<file path="src/rtl/uart_tx_engine.sv">
// UART transmit engine: pulls bytes from a TX FIFO and serialises them as
// start / 8 data (LSB first) / optional parity / 1-2 stop bits, plus an idle gap.
module uart_tx_engine (
    input  logic       clk,
    input  logic       rst_,
    input  logic       txrst,
    input  logic [9:0] baud_div,
    input  logic       check,
    input  logic       parity,
    input  logic       stop_bit,
    input  logic [3:0] two_tx_delay,
    input  logic [7:0] fifo_rdata,
    input  logic       fifo_rempty,
    output logic       fifo_rinc,
    output logic       txd,
    output logic       tx_busy
);

    typedef enum logic [2:0] {IDLE, LOAD, START, DATA, PAR, STOP, GAP} state_t;

    state_t     state, state_d;
    logic [9:0] period_q, cnt_q, cnt_d;
    logic [2:0] idx_q, idx_d;
    logic [3:0] per_q, per_d;
    logic [7:0] data_q;
    logic       check_q, odd_q, stop2_q;
    logic [3:0] delay_q;
    logic       bit_done;
    logic       txd_d, busy_d, rinc_d;

    assign bit_done = (cnt_q == period_q - 10'd1);

    always_ff @(posedge clk or negedge rst_) begin
        if (!rst_) begin
            state     <= IDLE;
            cnt_q     <= '0;
            idx_q     <= '0;
            per_q     <= '0;
            period_q  <= '0;
            data_q    <= '0;
            check_q   <= 1'b0;
            odd_q     <= 1'b0;
            stop2_q   <= 1'b0;
            delay_q   <= '0;
            txd       <= 1'b1;
            tx_busy   <= 1'b0;
            fifo_rinc <= 1'b0;
        end else begin
            state     <= state_d;
            cnt_q     <= cnt_d;
            idx_q     <= idx_d;
            per_q     <= per_d;
            txd       <= txd_d;
            tx_busy   <= busy_d;
            fifo_rinc <= rinc_d;
            if (state == LOAD) begin
                data_q   <= fifo_rdata;
                check_q  <= check;
                odd_q    <= parity;
                stop2_q  <= stop_bit;
                delay_q  <= two_tx_delay;
                period_q <= (baud_div < 10'd2) ? 10'd2 : baud_div;
            end
        end
    end

    always_comb begin
        state_d = state;
        if (txrst) begin
            state_d = IDLE;
        end else begin
            case (state)
                IDLE:  if (fifo_rinc) state_d = LOAD;
                LOAD:  state_d = START;
                START: if (bit_done) state_d = DATA;
                DATA:  if (bit_done && idx_q == 3'd7) state_d = check_q ? PAR : STOP;
                PAR:   if (bit_done) state_d = STOP;
                STOP:  if (bit_done && per_q == {3'b000, stop2_q})
                           state_d = (delay_q != 4'd0) ? GAP : IDLE;
                GAP:   if (bit_done && per_q == delay_q - 4'd1) state_d = IDLE;
                default: state_d = IDLE;
            endcase
        end

        // per_q counts whole bit periods inside STOP and GAP
        if (state_d != state || state == IDLE || state == LOAD) begin
            cnt_d = '0;
            per_d = '0;
        end else begin
            cnt_d = bit_done ? '0 : cnt_q + 10'd1;
            per_d = bit_done ? per_q + 4'd1 : per_q;
        end

        if (state_d != DATA)
            idx_d = '0;
        else if (state == DATA && bit_done)
            idx_d = idx_q + 3'd1;
        else
            idx_d = idx_q;
    end

    // Outputs are derived from the next state so they can be registered with no added latency.
    always_comb begin
        busy_d = (state_d != IDLE);
        rinc_d = (state_d == IDLE) && !fifo_rempty && !txrst;
        case (state_d)
            START:   txd_d = 1'b0;
            DATA:    txd_d = data_q[idx_d];
            PAR:     txd_d = (^data_q) ^ odd_q;
            default: txd_d = 1'b1;
        endcase
    end

endmodule

</file>
<file path="config.mk">
export PLATFORM = sky130hd
export DESIGN_NAME = uart_tx_engine
export DESIGN_NICKNAME = d
export VERILOG_FILES = /design/src/rtl/uart_tx_engine.sv
export SDC_FILE = /design/constraint.sdc
export NUM_CORES = 1
export LEC_CHECK = 0
export CAP_MARGIN = 30
export CORE_ASPECT_RATIO = 1.4
export CORE_MARGIN = 4
export CORE_UTILIZATION = 50
export CTS_CLUSTER_DIAMETER = 150
export CTS_CLUSTER_SIZE = 25
export DETAILED_ROUTE_END_ITERATION = 12
export PLACE_DENSITY = 0.78
export SLEW_MARGIN = 10
export SYNTH_ARGS = -nofsm -noshare
export SYNTH_HDL_FRONTEND = slang
export SYNTH_SLANG_ARGS = --single-unit
</file>
<file path="constraint.sdc">
create_clock -name clk -period 6.37 [get_ports clk]
set_input_delay 0.9555 -clock clk [delete_from_list [all_inputs] [get_ports clk]]
set_output_delay 0.9555 -clock clk [all_outputs]
set_load 0.02 [all_outputs]
</file>
[After elaboration in Yosys (flattened, before gate mapping)]
Cells that the tools add are included.
Word-level totals
  memories: 0
  bits in latches: 0
  input bits: 29
  output and inout bits: 3
  logic and storage cells: 72
  memory bits (writable): 0
  memory bits (read-only): 0
  bits in registers: 48
Cells by class
  $mul: 0
  mux-type cells: 20
  shifts and indexed selects: 0
  bitwise logic cells: 1
  divide/modulo/power cells: 0
  reduce and logical (&&, ||, !) cells: 16
  add/sub/neg operators: 5
  $lt $le $gt $ge: 2
  equality and inequality tests: 15
Operator list (number)
  $mux W10: 3
  $mux W3: 10
  $pmux W3 S7: 1
  $eq A3 B3 Y1 const B: 5
  $eq A3 B2 Y1 const B: 4
  $add A10 B1 Y10 const B: 1
  $eq A10 B10 Y1: 1
  $lt A10 B2 Y1 const B: 1
  $sub A10 B1 Y10 const B: 1
  $mux W4: 2
  $reduce_xor A8 Y1: 1
  $logic_and A1 B1 Y1: 6
  $logic_not A3 Y1: 2
  $add A4 B1 Y4 const B: 1
  $eq A4 B1 Y1: 1
  $eq A4 B4 Y1: 1
  $lt A3 B4 Y1 const B: 1
  $reduce_bool A4 Y1: 1
  $sub A4 B1 Y4 const B: 1
  $add A3 B1 Y3 const B: 1
  $bmux W1 S3: 1
  $eq A3 B1 Y1 const B: 1
  $ne A3 B2 Y1 const B: 1
  $ne A3 B3 Y1: 1
  7 further kinds: 10

[Longest topological paths before layout]
Gate-level depths: netlist (run 1).
  word-level depth: 11
  mapped depth: 12
  depth with buffers taken out: 10

[Least setup slack after synthesis (run 1)]
No wires, ideal clock.
  path type: register to register
  start: reg period_q[0]
  end: reg cnt_q[5]
  required time: 6224 ps
  arrival: 2932 ps
  stages on the path, launching flop included: 13
  setup time: 146 ps
  path slack: 3293 ps
  clock period less this slack: 3077 ps
  path buffers: 2
  path through: dfrtp_1 -> inv_1 -> ha_1 -> or4b_1 -> nor2_1 -> xnor2_1 -> a311o_1 -> buf_6 -> mux2_4 -> a21oi_4 -> mux2i_1 -> buf_6 -> nor4_2
Between the ends
  cells in the longest elaborated chain, start to end: 10
  elaborated cells between the ends (all ways): 17
  classes of those cells: add/sub (1); eq/ne (2); mux (9); reduce/logical (5)
RTL lines
  from (decl): RTL line 22  | logic [9:0] period_q, cnt_q, cnt_d;
  from (signal assigned): RTL line 62  | period_q <= (baud_div < 10'd2) ? 10'd2 : baud_div;
  $sub A10 B1 Y10 (*): RTL line 31  | assign bit_done = (cnt_q == period_q - 10'd1);
  $eq A10 B10 Y1 (*): RTL line 31
  $logic_and A1 B1 Y1 (on tied branches): RTL line 80, 76, 78
  $mux W3 (on tied branches): RTL line 80, 76, 78
  $pmux W3 S7 (*): RTL line 72  | case (state)
  $mux W3 (*): RTL line 69  | if (txrst) begin
  net state_d[1]: RTL line 21  | state_t state, state_d;
  $ne A3 B3 Y1 (*): RTL line 86  | if (state_d != state || state == IDLE || state == LOAD) begin
  $logic_or A1 B1 Y1 (*) (2 in a row): RTL line 86
  $mux W10 (*): RTL line 86
  net cnt_d[5]: RTL line 22
  to (signal assigned): RTL line 50  | cnt_q <= cnt_d;
  to (decl): RTL line 22
Mark *: on every way through the listed nets, which the timed path passes. The rest lies on a longest branch.
A chain may end at the register's enable or synchronous reset.

[Final worst setup path (run 1)]
  start: reg period_q[0]
  end: reg cnt_q[3]
Between the ends
  cells in the longest elaborated chain, start to end: 10
  elaborated cells between the ends (all ways): 17
  classes of those cells: add/sub (1); eq/ne (2); mux (9); reduce/logical (5)
RTL lines (RTL line)
  $sub A10 B1 Y10 (*): 31
  $eq A10 B10 Y1 (*): 31
  $logic_and A1 B1 Y1 (on tied branches): 80, 76, 78
  $mux W3 (on tied branches): 80, 76, 78
  $pmux W3 S7: 72
  $mux W3: 69
  $ne A3 B3 Y1: 86
  $logic_or A1 B1 Y1 (2 in a row): 86
  $mux W10 (*): 86
  net cnt_d[3]: 22
Marked as above.

==> results.ini, run 1 <==
[place]
hpwl_um=5060
placed_cell_area_um2=3440
port_buffers=31
pre_cts_ws_ps=2960
place_congestion=0.891

[sta]
rsz0062_at_grt=false
worst_pin_slew_ps=759
relSlewSlack_pct=49.4
fin_tns_setup_ps=0
drv_slew=0
fin_crit_ps=3430
finClkSkew_ps=9.44
fmax_mhz=292
fin_crit_sh_pct=53.9
fin_ws_ps=2940
setup_viol=0
hold_viol=0

[synth]
syn_nets=328
syn_avg_cell_area_um2=10.5
synth-async-reset-ratio_pct=100
yosys-top-cells-area=dfrtp_1 (38%), mux2_2 (7.7%), xnor2_1 (6.3%)
yosysWarnings=0
netlist_instances=292
ys_seq_area_share_pct=39.4
yosysUniqueCellTypes=61
ys.flop_type=dfrtp_1
yosys.area.top_type=dfrtp_1
ys_ff_latch=48
synth_edf_count=0
yosysTopAreaCellShare_pct=38.5
syn_area_um2=3060

[clock_tree]
cts_resized=0
cts_sinks=48
cts_max_level=2
cts-buffers-inserted=5
post-cts-setup-buffers=0
cts_buffer_depth=2
root_buffer=clkbuf_8
cts_tree=yes
clock_latency_ps=310
cts_hold_buffers=0
clk_pin_slew_ps=100

[global_route]
grt_pass1_wl_um=11100
antenna_found_initial=0
gr-total-overflow=0
globalRouteTotalUtil_pct=19.0
grt_max_degree=26
grt_pass1_vias=2426

[power]
p_per_area_nw_per_um2=349
leakage_uw=0.00136
irDropWorstVdd_mv=0.249

[floorplanning]
start_util_pct=51.7
dieHeight_um=100
io_pins=32
core_area_um2=5900
chipWidth_um=74.1
rows=33
die_area_um2=7440

[layout]
nFillCells=527
area.growth.synth_to_final_pct=16.3
layout-drive-gt1-share_pct=17.1
final_nets=357
final_cell_area_um2=3550
n_antenna_cell=0

[setup_path]
crit_fanout=14
rr_startpoint=period_q[0]
critical_path_class=reg2reg
end_kind=register
cp.required_ps=6530
crit_start=period_q[0]
worstPathArrival_ps=3600
worstSetupStartpointType=register
rrSetupSlack_ps=2940

[min_path]
min_path_type=reg2reg
worstHoldStart=odd_q

[detailed_routing]
vias=2373
remaining_drc_errors=0
vias_per_cell=6.05
routed_wirelength_um=6550
wire_per_inst_um=16.7
first_iter_violations=107
drtAntennaViolNets=0
dr.pass1.iters=5

[outcome]
status=finished, final reports clean

[flow_run]
cap_violations=0

## flip-flops by register name, summed over array words and instances, names as in the netlist
name,flops
tx_busy,1
state,3
check_q,1
per_q,4
delay_q,4
period_q,10
odd_q,1
data_q,8
stop2_q,1
idx_q,3
cnt_q,10
fifo_rinc,1
txd,1
## cell usage after synthesis, types with 2 or more instances
| master | count |
|---|---|
| o211ai_1 | 2 |
| nor2_1 | 22 |
| clkbuf_1 | 8 |
| mux2_2 | 21 |
| nand4_1 | 2 |
| nand3_1 | 10 |
| o31ai_1 | 3 |
| a32oi_1 | 2 |
| nand2b_1 | 5 |
| buf_6 | 2 |
| o21ai_0 | 11 |
| nand3b_1 | 7 |
| inv_1 | 6 |
| nor4b_1 | 2 |
| nand2_1 | 15 |
| nor2b_1 | 4 |
| nor3_1 | 8 |
| buf_2 | 2 |
| nor4_2 | 5 |
| mux4_2 | 2 |
| dfrtp_1 | 47 |
| xnor2_1 | 22 |
| nor3b_1 | 2 |
| a21oi_1 | 6 |
| ha_1 | 7 |
| o21a_1 | 2 |
| mux2i_1 | 8 |
| xor2_1 | 18 |
| and3_1 | 2 |
| o2111ai_1 | 2 |
| nor4_1 | 7 |
## layout make-up
class	count	area, um^2	area share (%)
timing repair buffer	35	359	10.1
sequential	48	1200	33.8
clock inverter	3	46.3	1.30
multi-input combinational	225	1770	49.7
clock buffer	5	68.8	1.94
inverter	6	22.5	0.634
tap	70	87.6	2.47
## worst paths after layout
path / to / depth (start not counted)
worst min-delay path: odd_q / 1
worst max register to register: cnt_q[3] / 10
max in group asynchronous: state[1] / 2
worst max-delay path: cnt_q[3] / 10
min in group asynchronous: period_q[7] / 1
worst min register to register: odd_q / 1
## kinds of logic (layout without fill, tap and decap cells)
group / count (synthesis) / count (layout) / synth area share (%)
AO/OA/AOI/OAI: 46 / 46 / 11.4
XOR/XNOR: 40 / 40 / 11.5
adder cells (fa/ha/maj): 7 / 7 / 2.87
buffers and inverters: 19 / 49 / 3.03
flip-flops: 48 / 48 / 39.4
multiplexers: 32 / 32 / 12.3
AND/OR/NAND/NOR: 100 / 100 / 19.6
## placed cells by master (no fill, tap or decap), drive strengths merged, types with 10 or more instances in the layout
master,count
nor4,13
nand2,15
mux2,22
o21ai,12
dfrtp,47
clkdlybuf4s50,30
nor2,22
nor3,10
xor2,18
nand3,10
xnor2,22
## report_power, final
part | leakage (uW) | switching [uW] | internal [uW]
combinational | 0.000695 | 238 | 273
clock | 0.0000548 | 107 | 118
sequential | 0.000615 | 112 | 393
total | 0.00136 | 457 | 784
## metal layers
layer / vias to the layer above / GRT usage (%) / routed length (um)
li1: 1125 / - / -
met1: 1160 / 20.2 / 2410
met2: 65 / 35.2 / 3640
met3: 23 / 2.99 / 242
met4: 0 / 9.48 / 263
met5: - / 0 / 0
## critical path, cell delays in order (launching register included)
cell and delay [ps]:
dfrtp_1 440, inv_1 90, ha_1 270, or4b_1 480
nor2_1 140, xnor2_1 80, a311o_1 470, or2_2 370
o21a_1 220, o31ai_4 620, nor4_1 120
## metrics by stage
| step | instances | hold WS [ps] | util, % | power [uW] |
|---|---|---|---|---|
| global placement | 382 | 518 | 57.6 | 1000 |
| floorplan | 292 | 498 | - | 887 |
| finish | 392 | 543 | 60.2 | 1240 |
| CTS | 392 | 548 | 60.2 | 1250 |
| detailed placement | 384 | 526 | 58.2 | 1020 |
| global route | 392 | 566 | 60.2 | 1330 |
Note: power is estimated with default switching activity, not from simulation.
==> inputs of run 2 (changes only) <==
Clock period 6.37 ns to 3.6 ns, I/O delays scaled along.
==> run 2 against run 1 <==
Compared with the run above:
- critical path depth is 1 higher
- flip-flop and latch count stayed put
- sequential power is 77% higher
- non-clock buffer count is 1 higher
- highest routed layer unchanged
==> results.ini, run 2 (synthesis gave the netlist of run 1 again) <==
[setup_path]
path_cells=inv_1 > ha_1 > or4b_1 > o211ai_1 > a2111o_1 > a311o_2 > mux2_4 > a21oi_4 > mux2i_1 > buf_4 > nor4_1  ; was inv_1 > ha_1 > or4b_1 > nor2_1 > xnor2_1 > a311o_1 > or2_2 > o21a_1 > o31ai_4 > nor4_1
crit_start=period_q[0]  ; unchanged
crit_end=cnt_q[3]  ; unchanged
rr_startpoint=period_q[0]  ; unchanged
end_kind=register  ; unchanged
rrSetupSlack_ps=320  ; was 2940 ps
slowest_delay_ps=490  ; was 620 ps
cp_slowest_cell=or4b_1  ; was o31ai_4
rr_endpoint=cnt_q[3]  ; unchanged
ff2ff_path_depth=11  ; was 10
worstPathArrival_ps=3490  ; was 3600 ps
worstSetupStartpointType=register  ; unchanged
crit_fanout=14  ; unchanged
critical_path_class=reg2reg  ; unchanged
cp.required_ps=3800  ; was 6530 ps

[layout]
layout-drive-gt1-share_pct=17.6  ; was 17.1%
final_core_util_pct=60.4  ; was 60.2%
layout.cells.most_common=dfrtp_1  ; unchanged
n_antenna_cell=0  ; unchanged
area.growth.synth_to_final_pct=16.7  ; was 16.3%
final_nets=358  ; was 357
top_regs=cnt_q x10, period_q x10, data_q x8  ; unchanged
nFillCells=510  ; was 527
mostFrequentLayoutCells=dfrtp_1 (47), clkdlybuf4s50_1 (30), xnor2_1 (22), nor2_1 (22), mux2_2 (21)  ; unchanged

[sta]
whs_ps=170  ; was 543 ps
fin_crit_ps=3280  ; was 3430 ps
drv_slew=0  ; unchanged
fmax_mhz=304  ; was 292 MHz
hold_viol=0  ; unchanged
fin_crit_sh_pct=91.2  ; was 53.9%
rsz0062_at_grt=true  ; was false
relSlewSlack_pct=45.1  ; was 49.4%
finClkSkew_ps=9.63  ; was 9.44 ps
setup_viol=0  ; unchanged
worst_pin_slew_ps=815  ; was 759 ps

[clock_tree]
cts_sinks=48  ; unchanged
root_buffer=clkbuf_8  ; unchanged
cts-buffers-inserted=5  ; unchanged
cts_tree=yes  ; unchanged
cts_buffer_depth=2  ; unchanged
clock_latency_ps=310  ; about the same
post-cts-setup-buffers=0  ; unchanged
cts_max_level=2  ; unchanged
clk_pin_slew_ps=90  ; was 100 ps

[detailed_routing]
drtAntennaViolNets=0  ; unchanged
routed_wirelength_um=6480  ; was 6550 um
wire_per_inst_um=16.5  ; was 16.7 um
first_iter_violations=121  ; was 107
remaining_drc_errors=0  ; unchanged
dr.pass1.iters=4  ; was 5
vias_per_cell=5.95  ; was 6.05
vias=2338  ; was 2,373

[power]
p_per_area_nw_per_um2=624  ; was 349 nW/um^2
power.share.switching_pct=36.1  ; was 36.8%
clkPwrFrac_pct=19.1  ; was 18.2%
leakage_uw=0.00139  ; was 0.00136 uW
p_seq_share_pct=40.1  ; was 40.7%
irDropWorstVdd_mv=0.410  ; was 0.249 mV
intPower_uw=1420  ; was 784 uW
combPwrFrac_pct=40.8  ; was 41.2%
power.total_uw=2230  ; was 1240 uW
power_switching_uw=804  ; was 457 uW

[place]
hpwl_um=4810  ; was 5060 um
port_buffers=31  ; unchanged
place_congestion=0.892  ; was 0.891

[floorplanning]
rows=33  ; unchanged
chipWidth_um=74.1  ; unchanged
core_area_um2=5900  ; unchanged
io_pins=32  ; unchanged
start_util_pct=51.7  ; unchanged
die_area_um2=7440  ; unchanged
dieHeight_um=100  ; unchanged

[outcome]
status=finished, final reports clean  ; unchanged

[global_route]
grt_pass1_wl_um=11100  ; about the same
globalRouteTotalUtil_pct=19.3  ; was 19.0%
antenna_found_initial=0  ; unchanged
grt_pass1_vias=2448  ; was 2,426
grt_max_degree=31  ; was 26
gr-total-overflow=0  ; unchanged

[min_path]
min_path_type=in2async  ; was reg2reg

[flow_run]
cap_violations=0  ; unchanged

==> run 2: cell count changes in the layout (fill, tap and decap cells not counted) <==
cell	change
buf_4	+2
inv_6	-1
nor3_4	+1
clkbuf_8	+2
buf_6	-1
a311o_1	-1
buf_12	+1
clkinvlp_4	-1
a311o_2	+1
nor3_2	-1
buf_16	-1
==> run 2: worst min path at each step <==
stage | cells past startpoint | to | slack (ps) | startpoint
after floorplan | 0 | check_q | 240 | rst_
after global placement | 1 | stop2_q | 510 | stop2_q
after detailed placement | 1 | period_q[3] | 510 | rst_
after CTS | 1 | period_q[3] | 180 | rst_
after global routing | 1 | period_q[3] | 190 | rst_
final | 1 | period_q[3] | 170 | rst_
==> run 2: metal layers <==
metal / global-route usage (%) / part of all wire [%] / up-vias
met2: 33.7 / 53 / 53
li1: - / - / 1121
met4: 10.5 / 4.0 / 0
met3: 3.49 / 3.6 / 24
met5: 0 / 0 / -
met1: 21.6 / 39 / 1140
==> run 2: power groups by stage <==
stage | Sequential, uW | Combinational, uW | Clock [uW]
3_5_place_dp | 900 | 897 | 0
6_report | 892 | 908 | 425
5_1_grt | 914 | 1000 | 457
4_1_cts | 891 | 905 | 434
3_3_place_gp | 890 | 887 | 0
2_1_floorplan | 847 | 723 | 0
==> run 2: worst max-delay path, delay by kind of cell (launching register included) <==
family | cells | cell delay (ps)
fa+ha+maj | 1 | 270
flops | 1 | 430
buf+inv | 2 | 310
compound gates | 4 | 920
simple gates | 2 | 770
mux | 2 | 460
==> run 2: repair_timing <==
item                       4_1_cts  5_1_grt
setup endpoints to repair        0        2
hold buffers                     0        0
resized for setup                0        2
==> run 2: through the flow <==
stage          cell area, um^2  cells  TNS [ps]  worst slack, ps
3_5_place_dp              3430    385         0              255
3_3_place_gp              3410    384         0              293
5_1_grt                   3570    393     -11.4            -11.4
4_1_cts                   3560    393         0              212
2_1_floorplan             3060    292         0              523
6_report                  3570    393         0              315
==> run 2: layout make-up <==
type	instances	area [um^2]	share of cell area [%]
inverter	6	22.5	0.631
clock inverter	1	30.0	0.842
multi-input combinational	225	1770	49.7
sequential	48	1200	33.7
clock buffer	7	96.3	2.70
tap	70	87.6	2.46
timing repair buffer	36	355	9.96
==> inputs of run 3 (changes only) <==
Settings changed: ABC_AREA from default to 1, SLEW_MARGIN 10 to 20.
==> run 3 against run 2 <==
Compared with the run above:
- total power shrank 13%
- flip-flop and latch count is the same
- sequential share of layout area is 0.51 points lower
- sequential power is 15% lower
- core utilization is 0.086 points higher
- critical path type unchanged
- highest routed layer unchanged
==> results.ini, run 3 <==
[outcome]
status=finished, final reports clean  ; unchanged

[synth]
synthSimpleGateAreaFrac_pct=39.3  ; was 19.6%
synth_most_common_cell=nand2_1  ; was dfrtp_1
netlist_instances=433  ; was 292
synth_xor_area_share_pct=8.04  ; was 11.5%
ys_ff_latch=48  ; unchanged
ys_seq_area_share_pct=38.2  ; was 39.4%
synth_top_family_by_area=simple AND/OR/NAND/NOR gates  ; unchanged
synth_commonest_cells=nand2_1 (139), inv_1 (51), dfrtp_1 (47), nor2_1 (38), nand3_1 (28)  ; was dfrtp_1 (47), nor2_1 (22), xnor2_1 (22), mux2_2 (21), xor2_1 (18)
synth_mux_area_share_pct=0.318  ; was 12.3%
synth_edf_count=0  ; unchanged
yosysWarnings=0  ; unchanged
syn_avg_cell_area_um2=7.26  ; was 10.5 um^2
yosysUniqueCellTypes=34  ; was 61
synth-adder-area-share_pct=2.78  ; was 2.87%
ys.flop_type=dfrtp_1  ; unchanged
synth-async-reset-ratio_pct=100  ; unchanged
yosys-top-cells-area=dfrtp_1 (37%), nand2_1 (17%), inv_1 (6.1%)  ; was dfrtp_1 (38%), mux2_2 (7.7%), xnor2_1 (6.3%)
synth_compound_gate_area_share_pct=3.82  ; was 11.4%
syn_area_um2=3150  ; was 3060 um^2
yosysTopAreaCellShare_pct=37.4  ; was 38.5%
syn_nets=469  ; was 328
yosys.area.top_type=dfrtp_1  ; unchanged

[layout]
layout.cells.most_common=nand2_1  ; was dfrtp_1
layout-drive-gt1-share_pct=10.3  ; was 17.6%
mostFrequentLayoutCells=nand2_1 (139), inv_1 (51), dfrtp_1 (47)  ; was dfrtp_1 (47), clkdlybuf4s50_1 (30), xnor2_1 (22), nor2_1 (22), mux2_2 (21)
area.growth.synth_to_final_pct=15.2  ; was 16.7%
top_regs=cnt_q x10, period_q x10, data_q x8  ; unchanged
n_antenna_cell=0  ; unchanged
final_nets=501  ; was 358

[sta]
setup_viol=0  ; unchanged
finClkSkew_ps=6.69  ; was 9.63 ps
fmax_mhz=323  ; was 304 MHz
fin_crit_sh_pct=86.1  ; was 91.2%
fin_ws_ps=501  ; was 315 ps
relSlewSlack_pct=62.4  ; was 45.1%
worst_pin_slew_ps=563  ; was 815 ps
fin_tns_setup_ps=0  ; unchanged
hold_viol=0  ; unchanged
rsz0062_at_grt=false  ; was true
fin_crit_ps=3100  ; was 3280 ps
drv_slew=0  ; unchanged

[min_path]
min_path_type=in2async  ; unchanged

[clock_tree]
clk_pin_slew_ps=90  ; about the same
root_buffer=clkbuf_8  ; unchanged
cts-buffers-inserted=5  ; unchanged
cts_sinks=48  ; unchanged
post-cts-setup-buffers=0  ; unchanged
cts_hold_buffers=0  ; unchanged
cts_max_level=2  ; unchanged
cts_resized=0  ; unchanged
cts_buffer_depth=2  ; unchanged
cts_tree=yes  ; unchanged
clock_latency_ps=310  ; about the same

[place]
port_buffers=31  ; unchanged
hpwl_um=5510  ; was 4810 um
place_congestion=0.887  ; was 0.892
pre_cts_ws_ps=507  ; was 255 ps

[power]
p_per_area_nw_per_um2=537  ; was 624 nW/um^2
combPwrFrac_pct=42.7  ; was 40.8%
intPower_uw=1160  ; was 1420 uW
leakage_uw=0.00174  ; was 0.00139 uW
p_seq_share_pct=39.2  ; was 40.1%
irDropWorstVdd_mv=0.227  ; was 0.410 mV
clkPwrFrac_pct=18.1  ; was 19.1%
power_switching_uw=784  ; was 804 uW
power.share.switching_pct=40.3  ; was 36.1%

[flow_run]
cap_violations=0  ; unchanged

[global_route]
gr-total-overflow=0  ; unchanged
antenna_found_initial=0  ; unchanged
grt_pass1_wl_um=12200  ; was 11,100 um
grt_pass1_vias=2861  ; was 2,448
globalRouteTotalUtil_pct=20.5  ; was 19.3%
grt_max_degree=39  ; was 31

[detailed_routing]
vias_per_cell=5.17  ; was 5.95
wire_per_inst_um=13.1  ; was 16.5 um
dr.pass1.iters=4  ; unchanged
routed_wirelength_um=7040  ; was 6480 um
first_iter_violations=180  ; was 121
drtAntennaViolNets=0  ; unchanged
remaining_drc_errors=0  ; unchanged
vias=2773  ; was 2,338

[floorplanning]
core_area_um2=5990  ; was 5900 um^2
chipWidth_um=75.0  ; was 74.1 um
dieHeight_um=102  ; was 100 um
start_util_pct=52.5  ; was 51.7%
io_pins=32  ; unchanged
rows=33  ; unchanged
die_area_um2=7640  ; was 7440 um^2

[setup_path]
worstPathArrival_ps=3330  ; was 3490 ps
end_kind=register  ; unchanged
critical_path_class=reg2reg  ; unchanged
cp.required_ps=3830  ; was 3800 ps
ff2ff_path_depth=14  ; was 11
rrSetupSlack_ps=500  ; was 320 ps
crit_fanout=14  ; unchanged
rr_startpoint=period_q[0]  ; unchanged
rr_endpoint=cnt_q[6]  ; was cnt_q[3]
worstSetupStartpointType=register  ; unchanged

run 3: cell count changes in the layout (fill, tap and decap cells not counted), sizes merged, moves of 6 or more:
cell / delta
inv: +46
mux2: -22
mux2i: -7
nand4: +6
a21oi: -6
nand3: +21
nor4: -11
nor2: +36
xnor2: -8
o21ai: +7
nand2: +131
run 3: through the flow:
step                total power, uW  hold WS, ps  area (um^2)  util, %  cells
global route                   2110          207         3620     60.5    536
floorplan                      1420          244         3150        -    433
finish                         1940          177         3620     60.5    536
detailed placement             1600          476         3530     58.9    528
CTS                            1960          191         3620     60.5    536
global placement               1570          460         3510     58.6    527
run 3: logic make-up (layout without fill, tap and decap cells):
logic type | count (synthesis) | in the layout
compound gates | 23 | 23
xor+xnor | 28 | 28
fa+ha+maj | 7 | 7
buf+inv | 59 | 92
flops | 48 | 48
mux | 1 | 1
simple gates | 267 | 267
run 3: power groups by stage:
stage	Clock [uW]	Sequential [uW]	Combinational, uW
floorplan	0	749	667
global placement	0	769	806
detailed placement	0	773	828
CTS	361	761	837
global route	382	779	952
finish	352	761	830
run 3: final cells by class:
type,count,area [um^2]
Clock inverter,2,13.8
Timing Repair Buffer,33,333
Tap cell,70,87.6
Clock buffer,6,82.6
Multi-Input combinational cell,326,1710
Fill cell,553,2360
Inverter,51,191
Sequential cell,48,1200
run 3: worst max-delay path by stage:
stage / start / endpoint / cells after the start
after floorplan: period_q[0] / cnt_q[2] / 18
after global placement: period_q[0] / per_q[1] / 16
after detailed placement: period_q[0] / per_q[1] / 14
after CTS: period_q[0] / per_q[1] / 14
after global routing: period_q[0] / cnt_q[0] / 18
final: period_q[0] / cnt_q[6] / 14
run 3: critical path, cell delays in order (launching register included):
cell and delay [ps]:
dfrtp_1 390, inv_1 150, ha_1 280, nand3_1 160, xor2_1 170, nand2_1 80
and2_1 320, nand3_2 140, nand2_2 90, nand2_1 100, nor2_4 180, nor2_8 50
xor2_1 180, nand4_2 490, nor2_2 240
run 3: per-layer routing:
metal / track usage [%] / vias up / share of wire (%)
li1: - / 1417 / -
met5: 0 / - / 0
met2: 36.4 / 48 / 52
met1: 24.0 / 1292 / 42
met3: 3.94 / 16 / 3.6
met4: 7.67 / 0 / 2.7
